`config.mk`:
```
export PLATFORM = sky130hd
export DESIGN_NAME = uart_rx_ctrl
export DESIGN_NICKNAME = d
export VERILOG_FILES = /design/src/rtl/uart_pkg.sv /design/src/rtl/uart_rx_level.sv /design/src/rtl/uart_rx_ctrl.sv
export SDC_FILE = /design/constraint.sdc
export NUM_CORES = 1
export LEC_CHECK = 0
export ABC_AREA = 1
export BUFFER_PORTS_ARGS = -buffer_cell sky130_fd_sc_hd__buf_2
export CAP_MARGIN = 20
export CORE_ASPECT_RATIO = 1.2
export CORE_UTILIZATION = 41
export DETAILED_ROUTE_END_ITERATION = 16
export PLACE_DENSITY = 0.76
export SLEW_MARGIN = 40
export SYNTH_ARGS = -nofsm -noshare
export SYNTH_HDL_FRONTEND = slang
export SYNTH_HIERARCHICAL = 1
export SYNTH_SLANG_ARGS = --single-unit
```
`constraint.sdc`:
```
create_clock -name clk -period 1.81 [get_ports clk]
set_input_delay 0.181 -clock clk [delete_from_list [all_inputs] [get_ports clk]]
set_output_delay 0.181 -clock clk [all_outputs]
set_load 0.02 [all_outputs]
```
`src/rtl/uart_pkg.sv`:
```
// Shared definitions for the UART receive controller: register map, STATUS/CTRL
// bit positions and the read-sequencer state encoding.
package uart_pkg;

    localparam logic [1:0] REG_DATA   = 2'd0;
    localparam logic [1:0] REG_STATUS = 2'd1;
    localparam logic [1:0] REG_CTRL   = 2'd2;
    localparam logic [1:0] REG_RSVD   = 2'd3;

    localparam int STAT_EMPTY_BIT = 0;
    localparam int STAT_LEVEL_LSB = 1;
    localparam int CTRL_EN_BIT    = 0;
    localparam int CTRL_THR_LSB   = 1;

    localparam logic [31:0] DATA_EMPTY_WORD = 32'h8000_0000;

    // Upper STATUS bits sit just above the (w+1)-bit level field.
    function automatic int stat_full_bit(input int w);
        return w + 2;
    endfunction

    function automatic int stat_ovr_bit(input int w);
        return w + 3;
    endfunction

    function automatic int stat_to_bit(input int w);
        return w + 4;
    endfunction

    typedef enum logic [1:0] {
        ST_IDLE   = 2'd0,
        ST_POP    = 2'd1,
        ST_SETTLE = 2'd2
    } rx_state_e;

endpackage

```
`src/rtl/uart_rx_level.sv`:
```
// FIFO occupancy tracker: mirrors the FIFO fill level from push/pop strobes and
// flags a sticky overrun when the receiver pushes into a full FIFO.
module uart_rx_level #(
    parameter int W = 4
) (
    input  logic       clk,
    input  logic       reset_n,
    input  logic       push,
    input  logic       pop,
    input  logic       clr_ovr,
    output logic [W:0] level,
    output logic       full,
    output logic       overrun
);

    localparam logic [W:0] DEPTH = {1'b1, {W{1'b0}}};

    assign full = (level == DEPTH);

    always_ff @(posedge clk or negedge reset_n) begin
        if (!reset_n) begin
            level <= '0;
        end else if (push && !pop && !full) begin
            level <= level + 1'b1;
        end else if (pop && !push && level != '0) begin
            level <= level - 1'b1;
        end
    end

    // A set in the same cycle as a software clear wins.
    always_ff @(posedge clk or negedge reset_n) begin
        if (!reset_n) begin
            overrun <= 1'b0;
        end else if (push && full && !pop) begin
            overrun <= 1'b1;
        end else if (clr_ovr) begin
            overrun <= 1'b0;
        end
    end

endmodule

```
`src/rtl/uart_rx_ctrl.sv`:
```
// UART receive-side bus controller: DATA/STATUS/CTRL registers, FIFO pop sequencing
// and level interrupt. Define UART_RX_TIMEOUT_EN to add the idle-receive timeout.
module uart_rx_ctrl #(
    parameter int B           = 8,
    parameter int W           = 4,
    parameter int TIMEOUT_CYC = 4096
) (
    input  logic          clk,
    input  logic          reset_n,
    input  logic          cs,
    input  logic          we,
    input  logic [1:0]    addr,
    input  logic [31:0]   wdata,
    output logic          ready,
    output logic          rvalid,
    output logic [31:0]   rdata,
    input  logic          rx_push,
    input  logic          fifo_empty,
    input  logic [B-1:0]  fifo_rdata,
    output logic          fifo_rd,
    output logic          irq
);

    import uart_pkg::*;

    localparam int FULL_BIT = stat_full_bit(W);
    localparam int OVR_BIT  = stat_ovr_bit(W);
    localparam int TO_BIT   = stat_to_bit(W);

    rx_state_e   state_q, state_d;
    logic        accept, rd_acc, wr_acc;
    logic        clr_ovr, clr_to;
    logic [W:0]  level;
    logic        full, overrun, timeout;
    logic        ctrl_en;
    logic [W:0]  ctrl_thr;
    logic [31:0] status_word, ctrl_word, rd_word;

    assign accept  = cs && ready;
    assign rd_acc  = accept && !we;
    assign wr_acc  = accept && we;
    assign clr_ovr = wr_acc && (addr == REG_STATUS) && wdata[OVR_BIT];
    assign clr_to  = wr_acc && (addr == REG_STATUS) && wdata[TO_BIT];

    always_ff @(posedge clk or negedge reset_n) begin
        if (!reset_n) state_q <= ST_IDLE;
        else          state_q <= state_d;
    end

    // The pop lands in the cycle rdata is presented; SETTLE lets the FIFO head update.
    always_comb begin
        state_d = state_q;
        ready   = 1'b0;
        fifo_rd = 1'b0;
        case (state_q)
            ST_IDLE: begin
                ready = 1'b1;
                if (cs && !we && addr == REG_DATA && !fifo_empty) state_d = ST_POP;
            end
            ST_POP: begin
                fifo_rd = 1'b1;
                state_d = ST_SETTLE;
            end
            ST_SETTLE: state_d = ST_IDLE;
            default:   state_d = ST_IDLE;
        endcase
    end

    uart_rx_level #(.W(W)) u_level (
        .clk     (clk),
        .reset_n (reset_n),
        .push    (rx_push),
        .pop     (fifo_rd),
        .clr_ovr (clr_ovr),
        .level   (level),
        .full    (full),
        .overrun (overrun)
    );

`ifdef UART_RX_TIMEOUT_EN
    localparam int                CNT_W    = $clog2(TIMEOUT_CYC) + 1;
    localparam logic [CNT_W-1:0]  CNT_LAST = CNT_W'(TIMEOUT_CYC - 1);

    logic [CNT_W-1:0] to_cnt;
    logic             to_hit;

    assign to_hit = (to_cnt == CNT_LAST);

    always_ff @(posedge clk or negedge reset_n) begin
        if (!reset_n) begin
            to_cnt  <= '0;
            timeout <= 1'b0;
        end else begin
            if (rx_push || fifo_rd || level == '0) to_cnt <= '0;
            else if (!to_hit)                      to_cnt <= to_cnt + 1'b1;
            if (to_hit)      timeout <= 1'b1;
            else if (clr_to) timeout <= 1'b0;
        end
    end
`else
    assign timeout = 1'b0;
`endif

    always_comb begin
        status_word                           = '0;
        status_word[STAT_EMPTY_BIT]           = fifo_empty;
        status_word[STAT_LEVEL_LSB +: W+1]    = level;
        status_word[FULL_BIT]                 = full;
        status_word[OVR_BIT]                  = overrun;
        status_word[TO_BIT]                   = timeout;
        ctrl_word                             = '0;
        ctrl_word[CTRL_EN_BIT]                = ctrl_en;
        ctrl_word[CTRL_THR_LSB +: W+1]        = ctrl_thr;
    end

    always_comb begin
        rd_word = '0;
        case (addr)
            REG_DATA:   rd_word = fifo_empty ? DATA_EMPTY_WORD : 32'(fifo_rdata);
            REG_STATUS: rd_word = status_word;
            REG_CTRL:   rd_word = ctrl_word;
            REG_RSVD:   rd_word = '0;
            default:    rd_word = '0;
        endcase
    end

    always_ff @(posedge clk or negedge reset_n) begin
        if (!reset_n) begin
            rvalid <= 1'b0;
            rdata  <= '0;
        end else begin
            rvalid <= rd_acc;
            if (rd_acc) rdata <= rd_word;
        end
    end

    always_ff @(posedge clk or negedge reset_n) begin
        if (!reset_n) begin
            ctrl_en  <= 1'b0;
            ctrl_thr <= '0;
        end else if (wr_acc && addr == REG_CTRL) begin
            ctrl_en  <= wdata[CTRL_EN_BIT];
            ctrl_thr <= wdata[CTRL_THR_LSB +: W+1];
        end
    end

    always_ff @(posedge clk or negedge reset_n) begin
        if (!reset_n) irq <= 1'b0;
        else          irq <= ctrl_en && ((ctrl_thr != '0 && level >= ctrl_thr) || overrun || timeout);
    end

    logic unused_ok;
    assign unused_ok = ^{wdata, clr_to, TIMEOUT_CYC};

endmodule

```
==> metrics.md <==
| Metric | Value |
|---|---|
| Mapped Area | 0.00168 mm² |
| Final hold violations | 0 |
| Iter 0 DRT Violations | 80 |
| Chip Width | 60.4 µm |
| YS warnings | 6 |
| NumNets Final | 308 |
| Final slew viol count | 0 |
| Post-route setup TNS | 0 ns |
| Compound-cell area share of the yosys netlist | 0.106 |
| Synth Instances | 204 |
| Pleak | 0.00104 µW |
| Gr usage total | 0.159 |
| Avg WL per Cell | 10.8 µm |
| Logic pwr share | 0.494 |
| Clk root buf | clkbuf_8 |
| Die H | 72.1 µm |
| Post-Layout Inst Area | approximately 0.0020 mm² |
| Clock power frac | 0.150 |
| Crit Path Class | reg -> reg |
| CP endpoint kind | register |
| Period utilization | 0.925 |
| Simple-gate portion of the synthesized area | 0.273 |
| Post-synth EDFFs | 0 |
| Diode count | 0 |
| Ys flop type | dfrtp_1 |
| Pin count of the biggest net entering global routing | 26 |
| Pwr Density | 1160 mW/mm² |
| Adder-cell share of the synthesized area | 0.0716 |
| Critical Path, Cell by Cell | inv_2, nor2_2, nor2_2, nand2_4, fa_2, nand3_1, nand3_1, nand3_1, nand2_1, nand2_1, nand2_1 |
| Cell family with most CP delay | simple AND/OR/NAND/NOR gates |
| Setup-failing EPs final | 0 |
| WP data arrival | ~1.8 ns |
| Main combinational cell family by area after synthesis | simple AND/OR/NAND/NOR gates |
| Peak Freq | 597 MHz |
| Worst-path fanout max | 4 |
| Most frequent cells in the layout | nand2_1 (41), buf_2 (35), dfrtp_1 (25), conb_1 (23), inv_1 (19) |
| Initial core utilization | 0.425 |
| Clock Latency Late Sink | 0.27 ns |
| Worst-margin pin slew | 0.552 ns |
| Share of the synthesized area in the top cell type | 0.373 |
| Final Hold Slack | roughly 0.14 ns |
| Sw Share | 0.421 |
| Max Cap Violations | 0 |
| Sequential share of power | 0.356 |
| CP Buf/Inv Count | 1 |
| Die area | 0.00435 mm² |
| Internal Dissipation | about 1300 µW |
| Grt ovf | 0 |
| Rows | 25 |
| Vias in the first global route | 1238 |
| Crit-path max cell delay | 0.41 ns |
| Yosys cell types | 29 |
| Worst slew margin | 0.632 |
| Htree depth | 1 |
| Sequential area share after synthesis | 0.373 |
| First-pass GRT wire length | 5.26 mm |
| Post-synthesis xor/xnor area fraction | 0.00522 |
| Core Util, Final | 0.502 |
| Sw power | around 960 µW |
| CORE AREA | 0.00394 mm² |
| Slowest library cell on the worst path | dfrtp_1 |
| Number of nets with antenna violations after routing | 0 |
| Drt via density | 4.58 |
| RSZ-0062 raised after global routing | false |
| Outcome | finished clean |
| I/O Buffers | 35 |
| Async SR Flop Fraction | 1.00 |
| DRT Pass-1 Iters | 4 |
| Proportion of layout cells with a drive suffix above 1 | 0.328 |
| Worst path required time | 1.98 ns |
| Num ports | 84 |
| VDD IR max | roughly 0.33 mV |
| Final Wtd Congestion | 0.780 |
| Yosys top cell by area | dfrtp_1 |
| CP Launch Type | register |
| Initial antenna violation count | 0 |
| Avg Cell Area, Syn | 8.22 µm² |
| CTS tree | built |
| Seq cells post-synth | 25 |
| Area growth syn-to-layout | 17.9% |
| Area of the multi-input gates | just under 900 µm² |
| HP Class | in -> reg |
| Register area | 626 µm² |
| Final wirelength | approximately 3.3 mm |
| Vias | ~1400 |
| FILL cells | 389 |
| Sink Count | 25 |
| Multiplexer share of the synthesized area | 0 |
| HPWL after detailed placement | 2.52 mm |
| Layout Skew | 0.00441 ns |
| Drt drc | 0 |
| Clock transition at path regs | 0.09 ns |
| Commonest non-fill, non-tap cell in the layout | nand2_1 |
| Synth area leaders | dfrtp_1 (37%), buf_4 (10%), nand2_1 (9.2%) |
| DP Area | 0.00188 mm² |
| CTS Buf Count | 3 |
| Minimum clock period | 1.67 ns |
| CTS Buffer Depth | 2 |
## state kept, by name (all words and copies together) (netlist names)
register	flops
rvalid	1
rdata	9
u_level/overrun	1
ctrl_thr	5
ctrl_en	1
irq	1
u_level/level	5
state_q	2
## power by group through the flow
stage / sequential (µW) / combinational [µW] / clock (µW)
final: 814 / 1130 / 343
after global routing: 830 / 1300 / 365
after CTS: 813 / 1060 / 345
after detailed placement: 825 / 1050 / 0
after global placement: 819 / 1020 / 0
after floorplan: 905 / 685 / 0
## final cells by class
class                      count  share of cell area
multi-input combinational    151               0.447
clock inverter                 1             0.00380
inverter                      25              0.0475
tap                           54              0.0342
timing repair buffer          45               0.130
sequential                    25               0.316
clock buffer                   3              0.0209
## metal layers
metal  GRT usage  vias to the layer above  share of wire
li1            -                      708              -
met1       0.185                      622           0.41
met2       0.282                       59           0.52
met3      0.0125                        4          0.055
met4      0.0801                        0          0.019
met5           0                        -              0
## what timing repair did
| action | 4_1_cts | 5_1_grt |
|---|---|---|
| setup endpoints to repair | 1 | 2 |
| buffers inserted | 1 | 0 |
| endpoints found under the hold margin | 25 | 0 |
| hold buffers | 1 | 0 |
| resized for setup | 0 | 7 |
| pin swaps | 0 | 2 |
## cells in the mapped netlist (2+ instances only)
| cell type | count |
|---|---|
| inv_2 | 5 |
| a21oi_2 | 5 |
| a32oi_1 | 2 |
| a21oi_1 | 10 |
| nand2_4 | 2 |
| a31oi_1 | 6 |
| nor2_4 | 4 |
| nor2_1 | 14 |
| dfrtp_1 | 25 |
| inv_1 | 20 |
| buf_4 | 23 |
| nor3_1 | 3 |
| nand3_2 | 3 |
| nand3_1 | 13 |
| nor2_2 | 5 |
| nand2_1 | 41 |
| ha_1 | 8 |
| o21ai_1 | 4 |
## logic make-up (layout without fill, tap and decap cells)
group	after synthesis	count (layout)
AO/OA/AOI/OAI	28	28
XOR/XNOR	1	1
adder cells (fa/ha/maj)	9	9
buffers and inverters	50	74
flip-flops	25	25
other	1	23
AND/OR/NAND/NOR	90	90
## per-stage QoR
step	setup WS (ns)	power (µW)	cells
final	0.136	2290	304
after global routing	0.00969	2500	304
after CTS	0.0541	2220	304
after detailed placement	0.0240	1880	298
after global placement	0.0603	1840	298
after floorplan	0.0395	1590	226
## worst reg2reg max path, cell delays in order, from the launching register on
cell     delay, ns
dfrtp_1       0.41
inv_2         0.07
nor2_2        0.04
nor2_2        0.14
nand2_4       0.11
fa_2          0.38
nand3_1       0.09
nand3_1       0.07
nand3_1       0.09
nand2_1       0.06
nand2_1       0.06
nand2_1       0.05
## worst paths after layout
check	from	endpoint	slack [ns]	cells past startpoint
max	state_q[0]$_DFFE_PN0P_	u_level/level[4]$_DFFE_PN0P_	0.14	11
min	wdata[1]	ctrl_thr[0]$_DFFE_PN0P_	0.14	3
max reg2reg	state_q[0]$_DFFE_PN0P_	u_level/level[4]$_DFFE_PN0P_	0.14	11
min reg2reg	rdata[7]$_DFFE_PN0P_	rdata[7]$_DFFE_PN0P_	0.49	2
max in group asynchronous	reset_n	u_level/level[1]$_DFFE_PN0P_	1.02	2
min in group asynchronous	reset_n	ctrl_thr[4]$_DFFE_PN0P_	0.42	2
No activity file was read; power rests on OpenSTA's default activity.
